File: src/rtl/tc_pkg.sv
// Shared definitions for the tc_array timer/counter peripheral.
//   - tc_state_e : per-channel FSM state encoding
//   - REG_*      : register offsets within a channel's 4-word block
//   - CTRL_*     : CTRL register bit positions
//   - MODE_*     : CTRL.MODE codes
package tc_pkg;

  typedef enum logic [1:0] {
    ST_IDLE = 2'd0,
    ST_LOAD = 2'd1,
    ST_CNT  = 2'd2
  } tc_state_e;

  localparam logic [1:0] REG_CTRL   = 2'd0;
  localparam logic [1:0] REG_PRESET = 2'd1;
  localparam logic [1:0] REG_COUNT  = 2'd2;
  localparam logic [1:0] REG_STATUS = 2'd3;

  localparam int CTRL_EN_BIT   = 0;
  localparam int CTRL_MODE_BIT = 1;
  localparam int CTRL_IM_BIT   = 2;
  localparam int CTRL_PSC_LSB  = 8;

  localparam logic MODE_ONESHOT = 1'b0;
  localparam logic MODE_RELOAD  = 1'b1;

endpackage

File: src/rtl/tc_channel.sv
// One timer channel: CTRL/PRESET registers, prescaler, down-counter FSM and
// write-1-to-clear pending flag.
// Ports:
//   clk      in  clock, rising edge
//   reset    in  asynchronous active-low reset
//   we       in  write strobe, already qualified with this channel's select
//   reg_off  in  register offset (CTRL/PRESET/COUNT/STATUS)
//   din      in  write data
//   rdata    out read data for reg_off (combinational)
//   irq      out pending & IM
//
// state | meaning
// IDLE  | counter stopped, COUNT held
// LOAD  | COUNT <- PRESET, prescaler cleared
// CNT   | counting down one step per prescaler tick
module tc_channel
  import tc_pkg::*;
#(
  parameter int CNT_W = 32,
  parameter int PSC_W = 8
) (
  input  logic        clk,
  input  logic        reset,
  input  logic        we,
  input  logic [1:0]  reg_off,
  input  logic [31:0] din,
  output logic [31:0] rdata,
  output logic        irq
);

  tc_state_e        state_q, state_d;
  logic             en_q, en_d;
  logic             mode_q, mode_d;
  logic             im_q, im_d;
  logic [PSC_W-1:0] prescale_q, prescale_d;
  logic [CNT_W-1:0] preset_q, preset_d;
  logic [CNT_W-1:0] count_q, count_d;
  logic [PSC_W-1:0] psc_q, psc_d;
  logic             pending_q, pending_d;

  logic ctrl_wr, preset_wr, status_wr;
  logic tick, fire;
  logic unused_din;

  assign unused_din = ^din;

  assign ctrl_wr   = we && (reg_off == REG_CTRL);
  assign preset_wr = we && (reg_off == REG_PRESET);
  assign status_wr = we && (reg_off == REG_STATUS);

  assign tick = (psc_q >= prescale_q);
  // PRESET 0 loads COUNT=0, which fires on the first tick exactly like 1.
  assign fire = (state_q == ST_CNT) && tick && (count_q <= CNT_W'(1));

  always_comb begin
    state_d    = state_q;
    en_d       = en_q;
    mode_d     = mode_q;
    im_d       = im_q;
    prescale_d = prescale_q;
    preset_d   = preset_q;
    count_d    = count_q;
    psc_d      = psc_q;
    pending_d  = pending_q;

    // Clear first so a fire at the same edge overrides it.
    if (status_wr && din[0]) pending_d = 1'b0;

    if (preset_wr) preset_d = din[CNT_W-1:0];

    unique case (state_q)
      ST_LOAD: begin
        count_d = preset_q;
        psc_d   = '0;
        state_d = ST_CNT;
      end
      ST_CNT: begin
        if (tick) begin
          psc_d = '0;
          if (fire) begin
            pending_d = 1'b1;
            if (mode_q == MODE_ONESHOT) begin
              count_d = '0;
              en_d    = 1'b0;
              state_d = ST_IDLE;
            end else begin
              count_d = preset_q;
            end
          end else begin
            count_d = count_q - CNT_W'(1);
          end
        end else begin
          psc_d = psc_q + PSC_W'(1);
        end
      end
      default: ;
    endcase

    // A CTRL write overrides the FSM's state/count decisions, but a
    // simultaneous fire has already set pending above.
    if (ctrl_wr) begin
      mode_d     = din[CTRL_MODE_BIT];
      im_d       = din[CTRL_IM_BIT];
      prescale_d = din[CTRL_PSC_LSB +: PSC_W];
      if (!din[CTRL_EN_BIT]) begin
        en_d    = 1'b0;
        state_d = ST_IDLE;
        count_d = count_q;
        psc_d   = psc_q;
      end else if (!en_q) begin
        en_d    = 1'b1;
        state_d = ST_LOAD;
      end
    end
  end

  always_ff @(posedge clk or negedge reset) begin
    if (!reset) begin
      state_q    <= ST_IDLE;
      en_q       <= 1'b0;
      mode_q     <= MODE_ONESHOT;
      im_q       <= 1'b0;
      prescale_q <= '0;
      preset_q   <= '0;
      count_q    <= '0;
      psc_q      <= '0;
      pending_q  <= 1'b0;
    end else begin
      state_q    <= state_d;
      en_q       <= en_d;
      mode_q     <= mode_d;
      im_q       <= im_d;
      prescale_q <= prescale_d;
      preset_q   <= preset_d;
      count_q    <= count_d;
      psc_q      <= psc_d;
      pending_q  <= pending_d;
    end
  end

  always_comb begin
    rdata = '0;
    unique case (reg_off)
      REG_CTRL: begin
        rdata[CTRL_EN_BIT]             = en_q;
        rdata[CTRL_MODE_BIT]           = mode_q;
        rdata[CTRL_IM_BIT]             = im_q;
        rdata[CTRL_PSC_LSB +: PSC_W]   = prescale_q;
      end
      REG_PRESET: rdata = 32'(preset_q);
      REG_COUNT:  rdata = 32'(count_q);
      REG_STATUS: rdata[0] = pending_q;
      default: ;
    endcase
  end

  assign irq = pending_q & im_q;

endmodule

File: src/rtl/tc_array.sv
// Multi-channel timer/counter peripheral: NUM_CH tc_channel instances behind
// one word-addressed register window (channel = addr[ADDR_W-1:2],
// register = addr[1:0]).
// Ports:
//   clk      in  clock, rising edge
//   reset    in  asynchronous active-low reset
//   addr     in  word address within the window
//   we       in  write strobe
//   din      in  write data
//   dout     out read data, combinational from addr; 0 for absent channels
//   irq_vec  out per-channel interrupt
//   irq      out OR of irq_vec
module tc_array
  import tc_pkg::*;
#(
  parameter int NUM_CH = 2,
  parameter int CNT_W  = 32,
  parameter int PSC_W  = 8,
  parameter int ADDR_W = 4
) (
  input  logic              clk,
  input  logic              reset,
  input  logic [ADDR_W-1:0] addr,
  input  logic              we,
  input  logic [31:0]       din,
  output logic [31:0]       dout,
  output logic [NUM_CH-1:0] irq_vec,
  output logic              irq
);

  logic [31:0] ch_idx;
  logic [31:0] rdata [NUM_CH];

  // Zero-extended so indices beyond NUM_CH simply match no channel.
  assign ch_idx = 32'(addr[ADDR_W-1:2]);

  for (genvar g = 0; g < NUM_CH; g++) begin : g_ch
    tc_channel #(
      .CNT_W (CNT_W),
      .PSC_W (PSC_W)
    ) u_ch (
      .clk     (clk),
      .reset   (reset),
      .we      (we && (ch_idx == 32'(g))),
      .reg_off (addr[1:0]),
      .din     (din),
      .rdata   (rdata[g]),
      .irq     (irq_vec[g])
    );
  end

  always_comb begin
    dout = '0;
    for (int i = 0; i < NUM_CH; i++) begin
      if (ch_idx == 32'(i)) dout = rdata[i];
    end
  end

  assign irq = |irq_vec;

endmodule
File: config.mk
export PLATFORM = sky130hd
export DESIGN_NAME = tc_array
export DESIGN_NICKNAME = d
export VERILOG_FILES = /design/src/rtl/tc_pkg.sv /design/src/rtl/tc_channel.sv /design/src/rtl/tc_array.sv
export SDC_FILE = /design/constraint.sdc
export NUM_CORES = 1
export LEC_CHECK = 0
export ABC_AREA = 1
export ABC_CLOCK_PERIOD_IN_PS = 2200
export CAP_MARGIN = 20
export CORE_MARGIN = 2
export CORE_UTILIZATION = 25
export DETAILED_ROUTE_END_ITERATION = 8
export DONT_BUFFER_PORTS = 1
export PLACE_DENSITY = 0.4
export SLEW_MARGIN = 20
export SYNTH_ARGS = -nofsm -noshare
export SYNTH_HDL_FRONTEND = slang
export SYNTH_SLANG_ARGS = --single-unit
File: constraint.sdc
create_clock -name clk -period 2.2 [get_ports clk]
set_input_delay 0.11 -clock clk [delete_from_list [all_inputs] [get_ports clk]]
set_output_delay 0.11 -clock clk [all_outputs]
set_load 0.02 [all_outputs]
# Word level (Yosys, flattened, before mapping)
# Cells that the tools add are included.
[classes]
addsub = 4
n_mul = 0
div_mod_pow = 0
order_cmp = 4
eq_ne = 10
shift = 0
n_mux = 68
bitwise_logic = 2
reduce_logical = 17
[op_table]
columns = ["cell", "count"]
rows = [
  ["32-bit two-way mux", 12],
  ["32-bit case mux with 2 select lines", 2],
  ["32-bit by 1-bit less-or-equal comparator with 1-bit output, second input constant", 2],
  ["16-bit case mux with 2 select lines", 2],
  ["32-bit by 1-bit subtractor with 32-bit output, second input constant", 2],
  ["8-bit two-way mux", 6],
  ["8-bit case mux with 3 select lines", 2],
  ["32-bit logical NOT", 1],
  ["8-bit case mux with 2 select lines", 2],
  ["2-bit two-way mux", 12],
  ["1-bit two-way mux", 22],
  ["5-bit case mux with 2 select lines", 2],
  ["8-bit by 1-bit adder with 8-bit output, second input constant", 2],
  ["8-bit greater-or-equal comparator", 2],
  ["1-bit logical AND", 14],
  ["2-bit case mux with 3 select lines", 2],
  ["2-bit by 1-bit == test with 1-bit output, second input constant", 4],
  ["2-bit == test, second input constant", 4],
  ["1-bit case mux with 4 select lines", 2],
  ["2-bit case mux with 2 select lines", 2],
  ["2-bit != test, second input constant", 2],
  ["1-bit AND", 2],
  ["2-bit logical NOT", 1],
  ["2-bit OR reduction", 1],
]
[word_totals]
regBits = 172
latch_bits = 0
mem_bits_rw = 0
romBits = 0
inputBits = 39
wordCells = 123
mem_count = 0

# Longest topological paths before layout
# Gate-level depths: netlist (run 1).
[logic_depth]
depth_word = 9
mapped_depth = 15
ltp_nobuf = 15

# Hierarchy
# A second synthesis (run 1) with hierarchy kept.
[hier_totals]
hier_cells = 1874
hier_area_um2 = 12699.7
[by_module_without_submodules]
columns = ["mod", "instances", "cells_per_inst", "area_each_um2", "seq_area_each_um2"]
rows = [
  ["tc_channel at g_ch[1].u_ch", 1, 870, 6073.3, 2152.1],
  ["tc_channel at g_ch[0].u_ch", 1, 891, 6030.8, 2152.1],
  ["tc_array", 1, 113, 595.6, 0.0],
]

# Worst setup path after synthesis (run 1)
# Ideal clock, no wire load.
[synth_path]
kind = "register to register"
from = "register g_ch[0].u_ch.psc_q[1]"
to = "register g_ch[0].u_ch.count_q[26]"
setup_ps = 121
arrival_time_ps = 1803
required_ps = 2079
setup_slack_ps = 276
stages_incl_launch_ff = 13
period_less_slack_ps = 1924
cell_sequence = "dfrtp_1 > ha_1 > nand2_1 > nand3_1 > nand2_1 > nand2_1 > nand2_1 > nand2_1 > buf_2 > clkbuf_1 > nand4_1 > nand3_1 > a21oi_1"
[synth_between]
elab_chain_cells = 8
[synth_rtl]
columns = ["item", "line_no", "source"]
rows = [
  ["start, declared", "tc_channel.sv:38", "logic [PSC_W-1:0] psc_q, psc_d;"],
  ["start signal, assigned", "tc_channel.sv:136", "psc_q <= psc_d;"],
  ["8-bit greater-or-equal comparator *", "tc_channel.sv:51", "assign tick = (psc_q >= prescale_q);"],
  ["1-bit logical AND (2 in a row)", "tc_channel.sv:53", "assign fire = (state_q == ST_CNT) && tick && (count_q <= CNT_W'(1));"],
  ["32-bit two-way mux", "tc_channel.sv:80", "if (fire) begin"],
  ["32-bit two-way mux *", "tc_channel.sv:78", "if (tick) begin"],
  ["32-bit case mux with 2 select lines *", "tc_channel.sv:71", "unique case (state_q)"],
  ["32-bit two-way mux", "tc_channel.sv:105", "if (!din[CTRL_EN_BIT]) begin"],
  ["32-bit two-way mux *", "tc_channel.sv:101", "if (ctrl_wr) begin"],
  ["end signal, assigned", "tc_channel.sv:135", "count_q <= count_d;"],
  ["end, declared", "tc_channel.sv:37", "logic [CNT_W-1:0] count_q, count_d;"],
]
# Every way passes the cells marked *; elsewhere a longest branch is shown, timed or not. The select of a mux whose other input is x is not followed.
# A chain may end at the register's enable or synchronous reset.

# Worst setup path after layout (run 1)
[layout_path]
from = "input port addr[2]"
to = "output port dout[15]"
[layout_between]
elab_chain_cells = 3
word_cells_on_any_way = 4
cone_classes = "1 x eq/ne; 2 x mux; 1 x reduce/logical"
[layout_rtl]
columns = ["item", "line_no", "source"]
rows = [
  ["start, declared", "tc_array.sv:23", "input logic [ADDR_W-1:0] addr,"],
  ["32-bit logical NOT", "tc_array.sv:55", "if (ch_idx == 32'(i)) dout = rdata[i];"],
  ["32-bit two-way mux", "tc_array.sv:55", ""],
  ["32-bit two-way mux *", "tc_array.sv:55", ""],
  ["end, declared", "tc_array.sv:26", "output logic [31:0] dout,"],
]
# Every way passes the cells marked *; elsewhere a longest branch is shown, timed or not.

==> reports/summary.txt, run 1 <==
CTS root buf -> clkbuf_16
Largest net degree at the start of global routing -> 173
Number of global-route vias before repair -> 11730
Core box area -> 47650 um^2
Final hold slack -> -0.6628 ns
CP required -> 2.09 ns
R2r setup slk -> 0.21 ns
CTS H-tree depth -> 4
Iteration count of the initial detailed-routing pass -> 7
Crit share post-route -> 93.88%
Post-route DRC -> 0
Syn. warnings -> 0
Final Instance Area -> 14300 um^2
R2R Path End -> g_ch[0].u_ch.count_q[2]
Gr busiest metal -> met2
Antenna violations before repair -> 0
Crit. End Element -> output port
Hold Fails Final Rpt -> 172
Max frequency -> 0.4842 GHz
Hold Path Class -> in -> async
Relative slew slack -> 57.60%
HPWL Detailed -> 33530 um
Post-synthesis register bit count -> 172
Worst-path maximum fanout -> 24
Final setup TNS -> 0 ns
Fraction of layout cells with a size suffix above 1 -> 9.514%
PwrDens -> 1190 nW/um^2
Mapped Area -> 12030 um^2
CTS tree -> built
GRT overflow -> 0
Vias per cell -> 4.847
Fin crit period -> 2.065 ns
Global Route met1 Usage -> 25.07%
Die area -> 49880 um^2
Skew-Pair Late Insertion Delay -> 0.48 ns
Clock Skew -> 0.01788 ns
Top-Level Pins -> 74
Vias -> 12050
Syn_nets -> 1872
Failing checks -> negative hold slack
CTS buffer count -> 17
RSZ-0062 raised after global routing -> no
Final setup fails -> 0
VDD IR max -> 554.2 uV
Post-synth EDFFs -> 0
GRT Total Usage -> 18.94%
Detail Route Antenna Nets -> 0
Sequential fraction of the synthesis area -> 35.79%
Critical Path Source -> addr[2]
MaxCap Viol Count -> 0
Number of port buffers -> 0
Pleak -> 0.006716 uW
Clk sink count -> 172
Met2 GRT Util -> 31.99%
WP data arrival -> 1.96 ns
Distinct cell type count after synthesis -> 40
Status -> finished with violations
First-pass GRT wire length -> 71970 um
Filler cells -> 5248
Synth Flop Type -> dfrtp_1
Critical R2R Launch -> g_ch[0].u_ch.count_q[11]
Worst Setup Start Kind -> primary input
Mapped Cells -> 1801
Most frequent cells in the layout -> nand2_1 (472), nor2_1 (216), inv_1 (203), dfrtp_1 (172), nand3_1 (149)
Die W -> 223.3 um
N_diodes -> 0
Initial Util -> 25.24%
Final wirelength -> 47060 um
Post-Place Cell Area -> 13210 um^2
Actual slew at the worst max-slew pin -> 0.6360 ns
Die Ht -> 223.3 um
End of the critical path -> dout[15]
Placement Rows -> 80
DRT iter0 DRCs -> 1026
Synthesis-to-finish area growth -> 18.90%
Drt wl/cell -> 18.93 um
GPL Wtd Cong -> 0.8797
Final Max Slew Viols -> 0
CTS Hold Bufs -> 35
Clock transition at path regs -> 0.07 ns
Leading cell type in the layout, fill and taps excluded -> nand2_1
Met3 usage -> 1.949%
FF-to-FF path depth -> 10
Number of nets in the layout -> 1929
Async SR Flop Fraction -> 100.0%
Crit Path Class -> in -> out
Clk buf depth -> 2
Syn Area/Cell -> 6.678 um^2
registers in the layout, indices dropped and copies added, names as in the netlist:
signal	flops
g_ch.u_ch.count_q	64
g_ch.u_ch.preset_q	64
g_ch.u_ch.prescale_q	16
g_ch.u_ch.psc_q	16
g_ch.u_ch.state_q	4
g_ch.u_ch.en_q	2
g_ch.u_ch.im_q	2
g_ch.u_ch.mode_q	2
g_ch.u_ch.pending_q	2
cell usage after synthesis, types with 2 or more instances:
cell type  count  area, um^2
nor2_1       219       822.0
nand2_1      479        1798
buf_1          9       33.78
o21ai_2        6       52.55
nor3_1        11       55.05
dfrtp_1      172        4304
a22oi_1        8       60.06
nand3_1      151       755.7
o21ai_0      126       630.6
nand4_1       41       256.5
ha_1          32       400.4
buf_4         10       75.07
nand3_2        2       20.02
a21oi_1       91       455.4
o22ai_1       45       281.5
o21a_1         3       22.52
a21boi_1      30       225.2
o21ai_1        4       20.02
inv_2          2       7.510
xor2_1        47       411.6
clkbuf_1      59       221.5
or2_2          3       18.77
inv_1        204       765.7
buf_6          6       67.56
nor2_2        16       100.1
buf_2         11       55.05
cells by family (layout without fill, tap and decap cells):
group | after synthesis | count (layout) | synth area share (%)
AND/OR/NAND/NOR | 927 | 927 | 32.14
AO/OA/AOI/OAI | 320 | 320 | 15.02
buffers and inverters | 302 | 372 | 10.23
flip-flops | 172 | 172 | 35.79
XOR/XNOR | 48 | 48 | 3.496
adder cells (fa/ha/maj) | 32 | 32 | 3.329
cell type report:
type | count | area, um^2 | area share (%)
repair buffers | 133 | 1254 | 8.767
multi-input cells | 1327 | 6580 | 46.01
clock inverters | 14 | 186.4 | 1.304
inverters | 207 | 777.0 | 5.434
flip-flops and latches | 172 | 4304 | 30.10
clock buffers | 18 | 429.2 | 3.001
well taps | 615 | 769.5 | 5.381
how the worst min path moves through the flow:
stage,from,slack [ns],end
2_1_floorplan,reset,-0.19,g_ch[0].u_ch.count_q[0]
3_3_place_gp,reset,-0.18,g_ch[1].u_ch.psc_q[2]
3_5_place_dp,reset,-0.18,g_ch[1].u_ch.psc_q[0]
4_1_cts,reset,-0.69,g_ch[1].u_ch.prescale_q[6]
5_1_grt,reset,-0.68,g_ch[1].u_ch.state_q[0]
6_report,reset,-0.66,g_ch[1].u_ch.psc_q[0]
power by group:
part	internal [uW]	total [uW]	switching (uW)
combinational	3200	8270	5070
sequential	4240	5410	1170
clock	1810	3350	1540
critical path, stage by stage:
cell,delay [ns]
dlygate4sd3_1,0.57
nor2_2,0.13
buf_4,0.33
nand2_1,0.29
o22ai_1,0.33
buf_4,0.20
per-stage QoR:
| stage | util (%) | worst slack [ns] | instances | power (uW) |
|---|---|---|---|---|
| 3_5_place_dp | 27.73 | 0.05076 | 2417 | 13390 |
| 5_1_grt | 30.01 | 0.002842 | 2486 | 18400 |
| 6_report | 30.01 | 0.1346 | 2486 | 17020 |
| 3_3_place_gp | 27.73 | 0.01642 | 2417 | 13340 |
| 4_1_cts | 29.75 | 0.02880 | 2484 | 16870 |
| 2_1_floorplan | - | 0.2760 | 1801 | 10490 |
what timing repair did:
item                                    CTS  global route
endpoints found under the setup margin    0            51
setup buffers                             0             0
resized for setup                         0            20
endpoints found under the hold margin   258           172
per-layer routing:
metal,up-vias,wire length (um)
li1,5937,-
met1,5844,21700
met2,216,22770
met3,52,1373
met4,0,1219
met5,-,0
No activity file was read; power rests on OpenSTA's default activity.
==> inputs of run 2 (changes only) <==
--- a/config.mk
+++ b/config.mk
@@ -13,6 +13,7 @@
 export DETAILED_ROUTE_END_ITERATION = 8
 export DONT_BUFFER_PORTS = 1
 export PLACE_DENSITY = 0.4
+export SETUP_SLACK_MARGIN = 0.2
 export SLEW_MARGIN = 20
 export SYNTH_ARGS = -nofsm -noshare
 export SYNTH_HDL_FRONTEND = slang
==> reports/summary.txt, run 2 (synthesis results as in run 1) <==
VDD IR max -> 558.4 uV (was 554.2 uV)
Failing checks -> negative hold slack (unchanged)
Met3 Wirelength -> 1461 um (was 1373 um)
Fraction of layout cells with a size suffix above 1 -> 18.03% (was 9.514%)
MaxCap Viol Count -> 0 (unchanged)
Number of global-route vias before repair -> 11860 (was 11730)
Uppermost layer routed -> met4 (unchanged)
Clk sink count -> 172 (unchanged)
DP Worst Slack -> 0.05076 ns (unchanged)
Switch share -> 45.46% (was 45.67%)
WP data arrival -> 2.35 ns (was 1.96 ns)
DRT iter0 DRCs -> 926 (was 1026)
Delay-heaviest family, CP -> simple AND/OR/NAND/NOR gates (was buffers and inverters)
Synthesis-to-finish area growth -> 29.44% (was 18.90%)
Antenna violations before repair -> 0 (unchanged)
R2r setup slk -> 0.24 ns (was 0.21 ns)
Leading cell type in the layout, fill and taps excluded -> nand2_1 (unchanged)
Placement Rows -> 80 (unchanged)
Worst Setup Start Kind -> flip-flop (was primary input)
Final hold slack -> -0.6644 ns (was -0.6628 ns)
HPWL Detailed -> 33530 um (unchanged)
Hold Path Class -> in -> async (unchanged)
Drt wl/cell -> 19.63 um (was 18.93 um)
Die Ht -> 223.3 um (unchanged)
Top-Level Pins -> 74 (unchanged)
Final wirelength -> 49740 um (was 47060 um)
Initial Util -> 25.24% (unchanged)
Pleak -> 0.007142 uW (was 0.006716 uW)
Max stage delay cell, worst path -> dfrtp_1 (was dlygate4sd3_1)
CP required -> 2.59 ns (was 2.09 ns)
Clock Power Share -> 18.1% (was 19.7%)
Core box area -> 47650 um^2 (unchanged)
Wire length on met1 -> 22420 um (was 21700 um)
Crit-path cells -> ha_4 -> nand2_4 -> o21a_4 -> buf_6 -> nand2_8 -> nand3_4 -> clkbuf_16 -> nand3_2 -> nand3_2 -> a21boi_1 (was dlygate4sd3_1 -> nor2_2 -> buf_4 -> nand2_1 -> o22ai_1 -> buf_4)
Crit Path Class -> reg -> reg (was in -> out)
GRT Total Usage -> 19.22% (was 18.94%)
CTS H-tree depth -> 4 (unchanged)
RSZ-0062 raised after global routing -> yes (was no)
Number of port buffers -> 0 (unchanged)
CP dominant cell by count -> nand3_2 (was buf_4)
Sequential share of power -> 29.6% (was 31.8%)
Number of nets in the layout -> 1977 (was 1929)
R2R Path End -> g_ch[0].u_ch.count_q[29] (was g_ch[0].u_ch.count_q[2])
Stages on worst setup path -> 10 (was 6)
Multi-input gate area -> 7164 um^2 (was 6580 um^2)
Detail Route Antenna Nets -> 0 (unchanged)
Filler cells -> 5137 (was 5248)
Max frequency -> 0.5100 GHz (was 0.4842 GHz)
Critical R2R Launch -> g_ch[0].u_ch.psc_q[6] (was g_ch[0].u_ch.count_q[11])
Clock Skew -> 0.01432 ns (was 0.01788 ns)
WP buf/inv -> 2 (was 3)
Met2 wire length -> 24410 um (was 22770 um)
Sw power -> 8459 uW (was 7776 uW)
Top flop regs -> g_ch.u_ch.count_q x64, g_ch.u_ch.preset_q x64 (unchanged)
Vias per cell -> 4.910 (was 4.847)
First-pass GRT wire length -> 73030 um (was 71970 um)
Actual slew at the worst max-slew pin -> 0.6451 ns (was 0.6360 ns)
Hold Fails Final Rpt -> 172 (unchanged)
Die W -> 223.3 um (unchanged)
CP peak stage delay -> 0.42 ns (was 0.57 ns)
CTS buffer count -> 17 (unchanged)
Final setup fails -> 0 (unchanged)
Skew-Pair Late Insertion Delay -> 0.48 ns (about the same)
Final Max Slew Viols -> 0 (unchanged)
FF/Latch Area -> 4322 um^2 (was 4304 um^2)
Internal power -> 10150 uW (was 9248 uW)
Iteration count of the initial detailed-routing pass -> 7 (unchanged)
CTS root buf -> clkbuf_16 (unchanged)
Crit. End Element -> flip-flop (was output port)
Post-route setup slack -> 0.2393 ns (was 0.1346 ns)
Die area -> 49880 um^2 (unchanged)
Largest net degree at the start of global routing -> 173 (unchanged)
CTS tree -> built (unchanged)
FF-to-FF path depth -> 10 (unchanged)
Logic pwr share -> 52.3% (was 48.6%)
Most frequent cells in the layout -> nand2_1 (451), inv_1 (189), nor2_1 (189), dfrtp_1 (158), nand3_1 (132) (was nand2_1 (472), nor2_1 (216), inv_1 (203), dfrtp_1 (172), nand3_1 (149))
PwrDens -> 1195 nW/um^2 (was 1190 nW/um^2)
Final setup TNS -> 0 ns (unchanged)
Relative slew slack -> 57.00% (was 57.60%)
Clock transition at path regs -> 0.07 ns (about the same)
Clk buf depth -> 2 (unchanged)
CTS Hold Bufs -> 35 (unchanged)
Critical Path Source -> g_ch[0].u_ch.psc_q[6] (was addr[2])
Status -> finished with violations (unchanged)
GPL Wtd Cong -> 0.8797 (unchanged)
Crit share post-route -> 89.12% (was 93.88%)
N_diodes -> 0 (unchanged)
End of the critical path -> g_ch[0].u_ch.count_q[29] (was dout[15])
Vias -> 12440 (was 12050)
Fin crit period -> 1.961 ns (was 2.065 ns)
Post-route DRC -> 0 (unchanged)
GRT overflow -> 0 (unchanged)
Worst-path maximum fanout -> 5 (was 24)
-- run 2: changes by cell type in the layout (fill, tap and decap cells not counted), moves of 10 or more --
cell	change
inv_1	-14
nor2_4	+13
buf_4	+24
nor2_1	-27
ha_4	+10
nand3_2	+14
dfrtp_2	+14
nand3_1	-17
nand2_1	-21
nor2_2	+14
nand2_2	+10
dfrtp_1	-14
inv_2	+13
-- run 2: routing by layer --
layer	track usage (%)	up-vias
li1	-	6040
met1	25.27	6088
met2	32.45	254
met3	2.094	60
met4	7.355	0
met5	0	-
-- run 2: power groups by stage --
stage          Combinational [uW]  Clock [uW]  Sequential (uW)
2_1_floorplan                5420           0             5070
3_3_place_gp                 7870           0             5470
3_5_place_dp                 7930           0             5460
4_1_cts                      8350        3440             5410
5_1_grt                     10800        3530             5670
6_report                     9730        3360             5510
-- run 2: worst min-delay path by stage --
| stage | startpoint | to | slack, ns | depth (start not counted) |
|---|---|---|---|---|
| 4_1_cts | reset | g_ch[1].u_ch.prescale_q[6] | -0.69 | 0 |
| 3_3_place_gp | reset | g_ch[1].u_ch.psc_q[2] | -0.18 | 0 |
| 3_5_place_dp | reset | g_ch[1].u_ch.psc_q[0] | -0.18 | 0 |
| 5_1_grt | reset | g_ch[1].u_ch.psc_q[7] | -0.68 | 0 |
| 2_1_floorplan | reset | g_ch[0].u_ch.count_q[0] | -0.19 | 0 |
| 6_report | reset | g_ch[1].u_ch.psc_q[0] | -0.66 | 0 |
-- run 2: final cells by class --
class | count | share of cell area [%]
Multi-Input combinational cell | 1328 | 46.02
Sequential cell | 172 | 27.76
Tap cell | 615 | 4.943
Clock buffer | 18 | 2.757
Timing Repair Buffer | 180 | 12.26
Inverter | 207 | 5.055
Clock inverter | 14 | 1.198
-- run 2: through the flow --
stage | instance area (um^2) | instances | util (%) | hold WS (ns) | total power [uW]
CTS | 14400 | 2495 | 30.23 | -0.6931 | 17190
finish | 15570 | 2534 | 32.67 | -0.6644 | 18610
detailed placement | 13210 | 2417 | 27.73 | -0.1758 | 13390
global placement | 13210 | 2417 | 27.73 | -0.1776 | 13340
global route | 15570 | 2534 | 32.67 | -0.6800 | 19980
floorplan | 12030 | 1801 | - | -0.1856 | 10490
-- run 2: what timing repair did --
item                                    in CTS  in global routing
setup buffers                                9                 27
pin swaps                                    4                 45
endpoints found under the hold margin      259                172
cloned                                       2                 12
endpoints found under the setup margin      59                 72
gates resized for setup                     22                183
